[src/rtl/pq_shift_array.sv]
// -----------------------------------------------------------------------------
// pq_pkg / pq_shift_array
//
// Purpose:
//   Shift-register hardware priority queue. CAPACITY slots are kept sorted by
//   key with the minimum at slot 0. One operation per clock and no stalls. This
//   is the baseline priority queue used in the comparison study.
//
// Ports:
//   clk     in   1     rising-edge clock
//   rst     in   1     synchronous, active-high reset
//   enq     in   1     enqueue request
//   kvi     in   kv_t  entry to enqueue (valid when enq=1)
//   deq     in   1     dequeue request, removes the head
//   kvo     out  kv_t  current head (slot 0), KV_EMPTY when empty
//   count   out  CW    number of valid entries
//   full    out  1     count == CAPACITY
//   empty   out  1     count == 0
//   ovf     out  1     one-cycle pulse, enqueue rejected
//   unf     out  1     one-cycle pulse, dequeue rejected
//
// Optional feature (macro PQ_SHIFT_ARRAY_STATS_EN):
//   peak    out  CW    highest count reached since reset
//   err_cnt out  8     saturating count of ovf/unf pulses
// -----------------------------------------------------------------------------

package pq_pkg;
    localparam int KEY_WIDTH   = 8;
    localparam int VAL_WIDTH   = 8;
    localparam int PQ_CAPACITY = 15;

    localparam logic [KEY_WIDTH-1:0] KEYINF = '1;

    typedef struct packed {
        logic [KEY_WIDTH-1:0] key;
        logic [VAL_WIDTH-1:0] val;
    } kv_t;

    localparam kv_t KV_EMPTY = '{key: KEYINF, val: '0};
endpackage

module pq_shift_array
    import pq_pkg::*;
#(
    parameter int CAPACITY = PQ_CAPACITY,
    parameter int CW       = $clog2(CAPACITY + 1)
) (
    input  logic          clk,
    input  logic          rst,
    input  logic          enq,
    input  kv_t           kvi,
    input  logic          deq,
    output kv_t           kvo,
    output logic [CW-1:0] count,
    output logic          full,
    output logic          empty,
    output logic          ovf,
`ifdef PQ_SHIFT_ARRAY_STATS_EN
    output logic [CW-1:0] peak,
    output logic [7:0]    err_cnt,
`endif
    output logic          unf
);

    typedef enum logic [1:0] {
        OP_HOLD,
        OP_INSERT,
        OP_REMOVE,
        OP_REPLACE
    } op_e;

    kv_t           r_slot [CAPACITY];
    logic [CW-1:0] r_count;
    logic          r_ovf;
    logic          r_unf;

    kv_t           w_left      [CAPACITY];
    kv_t           w_right     [CAPACITY];
    kv_t           w_slot_nxt  [CAPACITY];
    logic [CAPACITY-1:0] w_ins;
    logic [CAPACITY-1:0] w_ins_prev;
    logic [CAPACITY-1:0] w_rep;
    logic [CAPACITY-1:0] w_rep_prev;
    logic [CW-1:0] w_count_nxt;
    logic          w_full;
    logic          w_empty;
    logic          w_ovf;
    logic          w_unf;
    op_e           w_op;

    assign w_full  = (r_count == CW'(CAPACITY));
    assign w_empty = (r_count == '0);

    // Request decode. An enq+deq on an empty queue degrades to a plain insert
    // that still flags the rejected dequeue.
    // NOTE: every signal gets a default before the branches, otherwise a path
    // that does not assign it would infer a latch.
    always_comb begin
        w_op  = OP_HOLD;
        w_ovf = 1'b0;
        w_unf = 1'b0;
        if (enq && deq) begin
            if (w_empty) begin
                w_op  = OP_INSERT;
                w_unf = 1'b1;
            end else begin
                w_op  = OP_REPLACE;
            end
        end else if (enq) begin
            if (w_full) w_ovf = 1'b1;
            else        w_op  = OP_INSERT;
        end else if (deq) begin
            if (w_empty) w_unf = 1'b1;
            else         w_op  = OP_REMOVE;
        end
    end

    // Neighbour views of the array. w_left[0] is kvi so a shift-in at the head
    // needs no special case; the slot beyond the tail reads as KV_EMPTY.
    always_comb begin
        w_left[0] = kvi;
        for (int i = 1; i < CAPACITY; i++) begin
            w_left[i] = r_slot[i-1];
        end
        for (int i = 0; i < CAPACITY - 1; i++) begin
            w_right[i] = r_slot[i+1];
        end
        w_right[CAPACITY-1] = KV_EMPTY;
    end

    // One key comparison per slot. Strict less-than places a new entry behind
    // existing equal keys, giving FIFO order among ties. Validity comes from
    // the count so a KEYINF key is ordinary data. Because the array is sorted
    // both vectors are a run of zeros followed by ones; the first one marks
    // where kvi lands.
    always_comb begin
        for (int i = 0; i < CAPACITY; i++) begin
            w_ins[i] = (kvi.key < r_slot[i].key) || (CW'(i) >= r_count);
            // Replace compares against the array as it is after the head
            // leaves, i.e. against the right neighbour.
            w_rep[i] = (kvi.key < w_right[i].key) || (CW'(i + 1) >= r_count);
        end
    end

    assign w_ins_prev = {w_ins[CAPACITY-2:0], 1'b0};
    assign w_rep_prev = {w_rep[CAPACITY-2:0], 1'b0};

    // Per-slot next value: hold, left neighbour, right neighbour or kvi.
    always_comb begin
        w_count_nxt = r_count;
        for (int i = 0; i < CAPACITY; i++) begin
            w_slot_nxt[i] = r_slot[i];
        end
        unique case (w_op)
            OP_INSERT: begin
                w_count_nxt = r_count + CW'(1);
                for (int i = 0; i < CAPACITY; i++) begin
                    if (w_ins[i]) w_slot_nxt[i] = w_ins_prev[i] ? w_left[i] : kvi;
                end
            end
            OP_REMOVE: begin
                w_count_nxt = r_count - CW'(1);
                for (int i = 0; i < CAPACITY; i++) begin
                    w_slot_nxt[i] = w_right[i];
                end
            end
            OP_REPLACE: begin
                // Entries ahead of the insertion point move left into the
                // vacated head; entries behind it stay where they are.
                for (int i = 0; i < CAPACITY; i++) begin
                    if (!w_rep[i])          w_slot_nxt[i] = w_right[i];
                    else if (!w_rep_prev[i]) w_slot_nxt[i] = kvi;
                end
            end
            default: ;
        endcase
    end

    // NOTE: sequential state uses non-blocking assignments only, so every
    // register samples the values from before this edge.
    always_ff @(posedge clk) begin
        if (rst) begin
            // NOTE: the slot array is reset because empty slots must read as
            // KV_EMPTY on kvo and feed KV_EMPTY into the tail on shifts.
            for (int i = 0; i < CAPACITY; i++) begin
                r_slot[i] <= KV_EMPTY;
            end
            r_count <= '0;
            r_ovf   <= 1'b0;
            r_unf   <= 1'b0;
        end else begin
            for (int i = 0; i < CAPACITY; i++) begin
                r_slot[i] <= w_slot_nxt[i];
            end
            r_count <= w_count_nxt;
            r_ovf   <= w_ovf;
            r_unf   <= w_unf;
        end
    end

`ifdef PQ_SHIFT_ARRAY_STATS_EN
    logic [CW-1:0] r_peak;
    logic [7:0]    r_err_cnt;

    always_ff @(posedge clk) begin
        if (rst) begin
            r_peak    <= '0;
            r_err_cnt <= '0;
        end else begin
            if (w_count_nxt > r_peak) r_peak <= w_count_nxt;
            if ((w_ovf || w_unf) && (r_err_cnt != 8'hFF)) r_err_cnt <= r_err_cnt + 8'd1;
        end
    end

    assign peak    = r_peak;
    assign err_cnt = r_err_cnt;
`endif

    assign kvo   = r_slot[0];
    assign count = r_count;
    assign full  = w_full;
    assign empty = w_empty;
    assign ovf   = r_ovf;
    assign unf   = r_unf;

endmodule
[config.mk]
export PLATFORM = sky130hd
export DESIGN_NAME = pq_shift_array
export DESIGN_NICKNAME = d
export VERILOG_FILES = /design/src/rtl/pq_shift_array.sv
export SDC_FILE = /design/constraint.sdc
export NUM_CORES = 1
export LEC_CHECK = 0
export CAP_MARGIN = 15
export CORE_ASPECT_RATIO = 1.75
export CORE_UTILIZATION = 64
export CTS_CLUSTER_DIAMETER = 150
export DETAILED_ROUTE_END_ITERATION = 10
export PLACE_DENSITY = 0.83
export SYNTH_ARGS = -nofsm -noshare
export SYNTH_HDL_FRONTEND = slang
export SYNTH_SLANG_ARGS = --single-unit
[constraint.sdc]
create_clock -name clk -period 4.11 [get_ports clk]
set_input_delay 0.822 -clock clk [delete_from_list [all_inputs] [get_ports clk]]
set_output_delay 0.822 -clock clk [all_outputs]
set_load 0.05 [all_outputs]
==> out/qor.csv, run 1 <==
metric,value,unit
run status,did not finish,
Stopped at,5_1_grt,
Err,[ERROR GRT-0116] Global routing finished with congestion. Check the congestion regions in the DRC Viewer.,
Die X,137,um
register area share after synthesis,24.3,%
YS warnings,0,
#FFs+latches synth,246,
GRT Overall Usage,55.8,%
Root Buffer,clkbuf_16,
GR Overflow Total,13,
GPL Wtd Cong,1.09,
initial core utilization,65.5,%
Std-Cell Rows,85,
Synth top cells by count,"o21ai_0 (334), a21oi_1 (250), dfxtp_1 (246), clkbuf_1 (193), nor2_1 (158)",
total clock sinks,246,
area share of the largest cell type after synthesis,24.3,%
"Hold-fix buffers, CTS",0,
clk buf depth,3,
CTS Buf Count,27,
first-pass GRT wire length,139,mm
cell count after synthesis,2699,
"FFs w/ async S/R, synth",0,%
Mapped Area,0.0203,mm2
Ports,44,
Post-synth EDFFs,0,
DP HPWL,57.8,mm
input/output buffers,43,
setup bufs post-CTS,0,
syn_nets,2832,
Die Ht,237,um
Avg Inst Size Synth,7.51,um2
Post-CTS Resized,0,
most numerous cell in the Yosys netlist,o21ai_0,
Synth area leader,dfxtp_1,
pin count of the biggest net entering global routing,104,
vias in the first global route,24805,
top post-synthesis cells by area,"dfxtp_1 (24%), o21ai_0 (8.3%), ha_1 (7.0%)",
Yosys cell types,82,
ys flop type,dfxtp_1,
H-tree levels,1,
kinds of logic after synthesis:
group	Yosys count	synth area share (%)
and+or+nand+nor	555	12.8
muxes	107	5.47
adders and majority gates	113	6.98
AOI/OAI and AO/OA	1262	41.7
DFF	246	24.3
xor gates and xnor gates	4	0.173
buffers and inverters	412	8.53
metrics by stage:
step	instance area [um2]	hold slack, ps	std cells	utilization, %	setup slack, ps
floorplan	20300	454	2699	-	352
global placement	21600	480	3037	69.7	42.3
detailed placement	21600	485	3037	69.7	95.3
CTS	22500	495	3086	72.6	546
layer usage:
metal	overflow	global-route usage, %
met3	0	25.0
met4	10	53.0
met5	0	3.49
met2	3	85.1
met1	0	55.3
==> run 2: changes to the inputs <==
--- a/config.mk
+++ b/config.mk
@@ -6,11 +6,9 @@
 export NUM_CORES = 1
 export LEC_CHECK = 0
 export CAP_MARGIN = 15
-export CORE_ASPECT_RATIO = 1.75
-export CORE_UTILIZATION = 64
-export CTS_CLUSTER_DIAMETER = 150
+export CORE_UTILIZATION = 40
 export DETAILED_ROUTE_END_ITERATION = 10
-export PLACE_DENSITY = 0.83
+export PLACE_DENSITY_LB_ADDON = 0.15
 export SYNTH_ARGS = -nofsm -noshare
 export SYNTH_HDL_FRONTEND = slang
 export SYNTH_SLANG_ARGS = --single-unit
==> run 2 against run 1 <==
The flow now finishes without violations; synthesized area did not move; synthesized cell count did not move.
==> out/qor.csv, run 2 <==
metric,value,unit,change
pin count of the biggest net entering global routing,104,,
total clock sinks,246,,unchanged
YS warnings,0,,unchanged
area share of the largest cell type after synthesis,24.3,%,unchanged
CP cell instances,"buf_4, inv_1, ha_1, nand2_1, and2_1, ha_4, inv_2, buf_12, o21ai_1, a2111oi_0, a211oi_1",,
top layer in use,met5,,
Worst Tran Pin Value,1200,ps,
Post-synth EDFFs,0,,unchanged
arrival time at the worst endpoint,4120,ps,
Die Ht,227,um,was 237 um
worst min path class,flop to flop,,
multi-input logic area,0.0137,mm2,
Met1 Wirelength,34.2,mm,
total wire length,82.2,mm,
#FFs+latches synth,246,,unchanged
ANT cells,0,,
syn_nets,2832,,unchanged
slowest cell on the critical path,o21ai_1,,
"most common cell after layout, fill and taps aside",o21ai_0,,
Final Setup Violations,0,,
Setup TNS,0,ps,
"FFs w/ async S/R, synth",0,%,unchanged
GRT Overall Usage,31.2,%,
unrepaired setup endpoints after global routing,no,,
Startpoint Class,flop,,
Die X,227,um,was 137 um
total power,14.2,mW,
Clock Latency Late Sink,570,ps,
clk buf depth,3,,unchanged
Max Slew Vio Count,0,,
initial antenna violation count,2,,
CP max FO,27,,
final non-filler cell area,0.0228,mm2,
max FFs per register,240,,
Ports,44,,unchanged
Final Util,45.6,%,
worst reg-to-reg setup slack,460,ps,
PD cells,623,mW/mm2,
"Hold-fix buffers, CTS",0,,unchanged
"Reg clk slew, reported paths",60,ps,
CTS tree,yes,,
Avg Inst Size Synth,7.51,um2,unchanged
die area,0.0516,mm2,
initial core utilization,40.5,%,was 65.5%
ys flop type,dfxtp_1,,unchanged
Root Buffer,clkbuf_16,,unchanged
antenna-violating nets left,0,,
WS Path Type,flop to flop,,
Max stage delay on crit path,800,ps,
setup bufs post-CTS,0,,unchanged
Yosys cell types,82,,unchanged
met2 WL,37.5,mm,
Synth area leader,dfxtp_1,,unchanged
Post-DP Area,0.0217,mm2,was 0.0216 mm2
via count,22450,,
Fin. Hold Viols,0,,
Synth top cells by count,"o21ai_0 (334), a21oi_1 (250), dfxtp_1 (246), clkbuf_1 (193), nor2_1 (158)",,unchanged
first-pass GRT wire length,126,mm,
CTS Buf Count,35,,was 27
# fillers,5111,,
Post-CTS Resized,0,,unchanged
min Tclk post-route,3650,ps,
# DRC,0,,
WL met3,6.61,mm,
VDD IR max,0.000278,V,
CP required,4590,ps,
leakage power,9.47,nW,
FF+latch area,0.00492,mm2,
most frequent cells in the layout,"o21ai_0 (333), a21oi_1 (250), dfxtp_1 (246)",,
Core Footprint,0.0501,mm2,
share of cells above drive strength 1,11.7,%,
top post-synthesis cells by area,"dfxtp_1 (24%), o21ai_0 (8.3%), ha_1 (7.0%)",,unchanged
Mapped Area,0.0203,mm2,unchanged
GR Overflow Total,0,,
input/output buffers,43,,unchanged
Worst Setup End Kind,flop,,
vias in the first global route,21248,,
register area share after synthesis,24.3,%,unchanged
FF-to-FF path depth,11,,
cell count after synthesis,2699,,unchanged
Avg WL per Cell,24.5,um,
Iter 0 DRT Violations,2551,,
Slew headroom,19.8,%,
f_max,274,MHz,
run status,"complete, no violations",,was did not finish
Hold Path Depth,2,,
most numerous cell in the Yosys netlist,o21ai_0,,unchanged
Std-Cell Rows,82,,was 85
final worst slack,464,ps,
H-tree levels,2,,was 1
mean number of vias per cell,6.68,,
Worst Clk Skew,21.7,ps,
max_cap viols,0,,
Initial DRT Pass Iterations,6,,
GPL Wtd Cong,0.941,,was 1.09
period utilization,88.7,%,
synthesis-to-finish area growth,12.6,%,
Nets,2798,,
Biggest register,r_slot,,
DP HPWL,57.8,mm,about the same
Setup Slack @ Placement,49.1,ps,was 95.3 ps
## run 2: cell counts after synthesis
Identical to the previous run, type by type.
## run 2: where the power goes
group	total [mW]	internal (mW)	switching [mW]
logic	7.21	2.66	4.55
registers	4.00	3.16	0.840
clock network	3.00	1.71	1.29
total	14.2	7.54	6.68
## run 2: per-layer routing
layer | global-route usage, % | up-vias
li1 | - | 10323
met1 | 39.8 | 10824
met2 | 50.8 | 1053
met3 | 5.23 | 248
met4 | 15.8 | 2
met5 | 0 | -
## run 2: area by class of cell
cell class	count	area share [%]
multi-input cells	2041	60.0
flip-flops and latches	246	21.6
repair buffers	195	7.55
clock buffers	50	4.39
well taps	672	3.68
inverters	146	2.41
clock inverters	10	0.400
## run 2: cell families (layout without fill, tap and decap cells)
logic type,after synthesis,after routing,share of synthesized area [%]
buf+inv,412,401,8.53
fa+ha+maj,113,113,6.98
mux,107,107,5.47
simple gates,555,555,12.8
flops,246,246,24.3
compound gates,1262,1262,41.7
xor+xnor,4,4,0.173
## run 2: critical path: cells and delay by family (launching register included)
family,cells,cell delay (ps)
flip-flops,1,380
buffers and inverters,4,720
adder cells (fa/ha/maj),2,630
AO/OA/AOI/OAI,3,1330
AND/OR/NAND/NOR,2,470
## run 2: path summary, 6_finish.rpt
kind                      start        endpoint
setup / recovery       count[1]  r_slot[0][106]
hold / removal    r_slot[1][59]   r_slot[1][59]
setup reg to reg       count[1]  r_slot[0][106]
hold reg to reg   r_slot[1][59]   r_slot[1][59]
## run 2: per-stage QoR
stage                     instances  hold WS (ps)
after CTS                      3360           485
after global routing           3360           510
final                          3360           490
after global placement         3300           478
after detailed placement       3300           476
after floorplan                2699           454
Power figures use the tool's default switching activity.
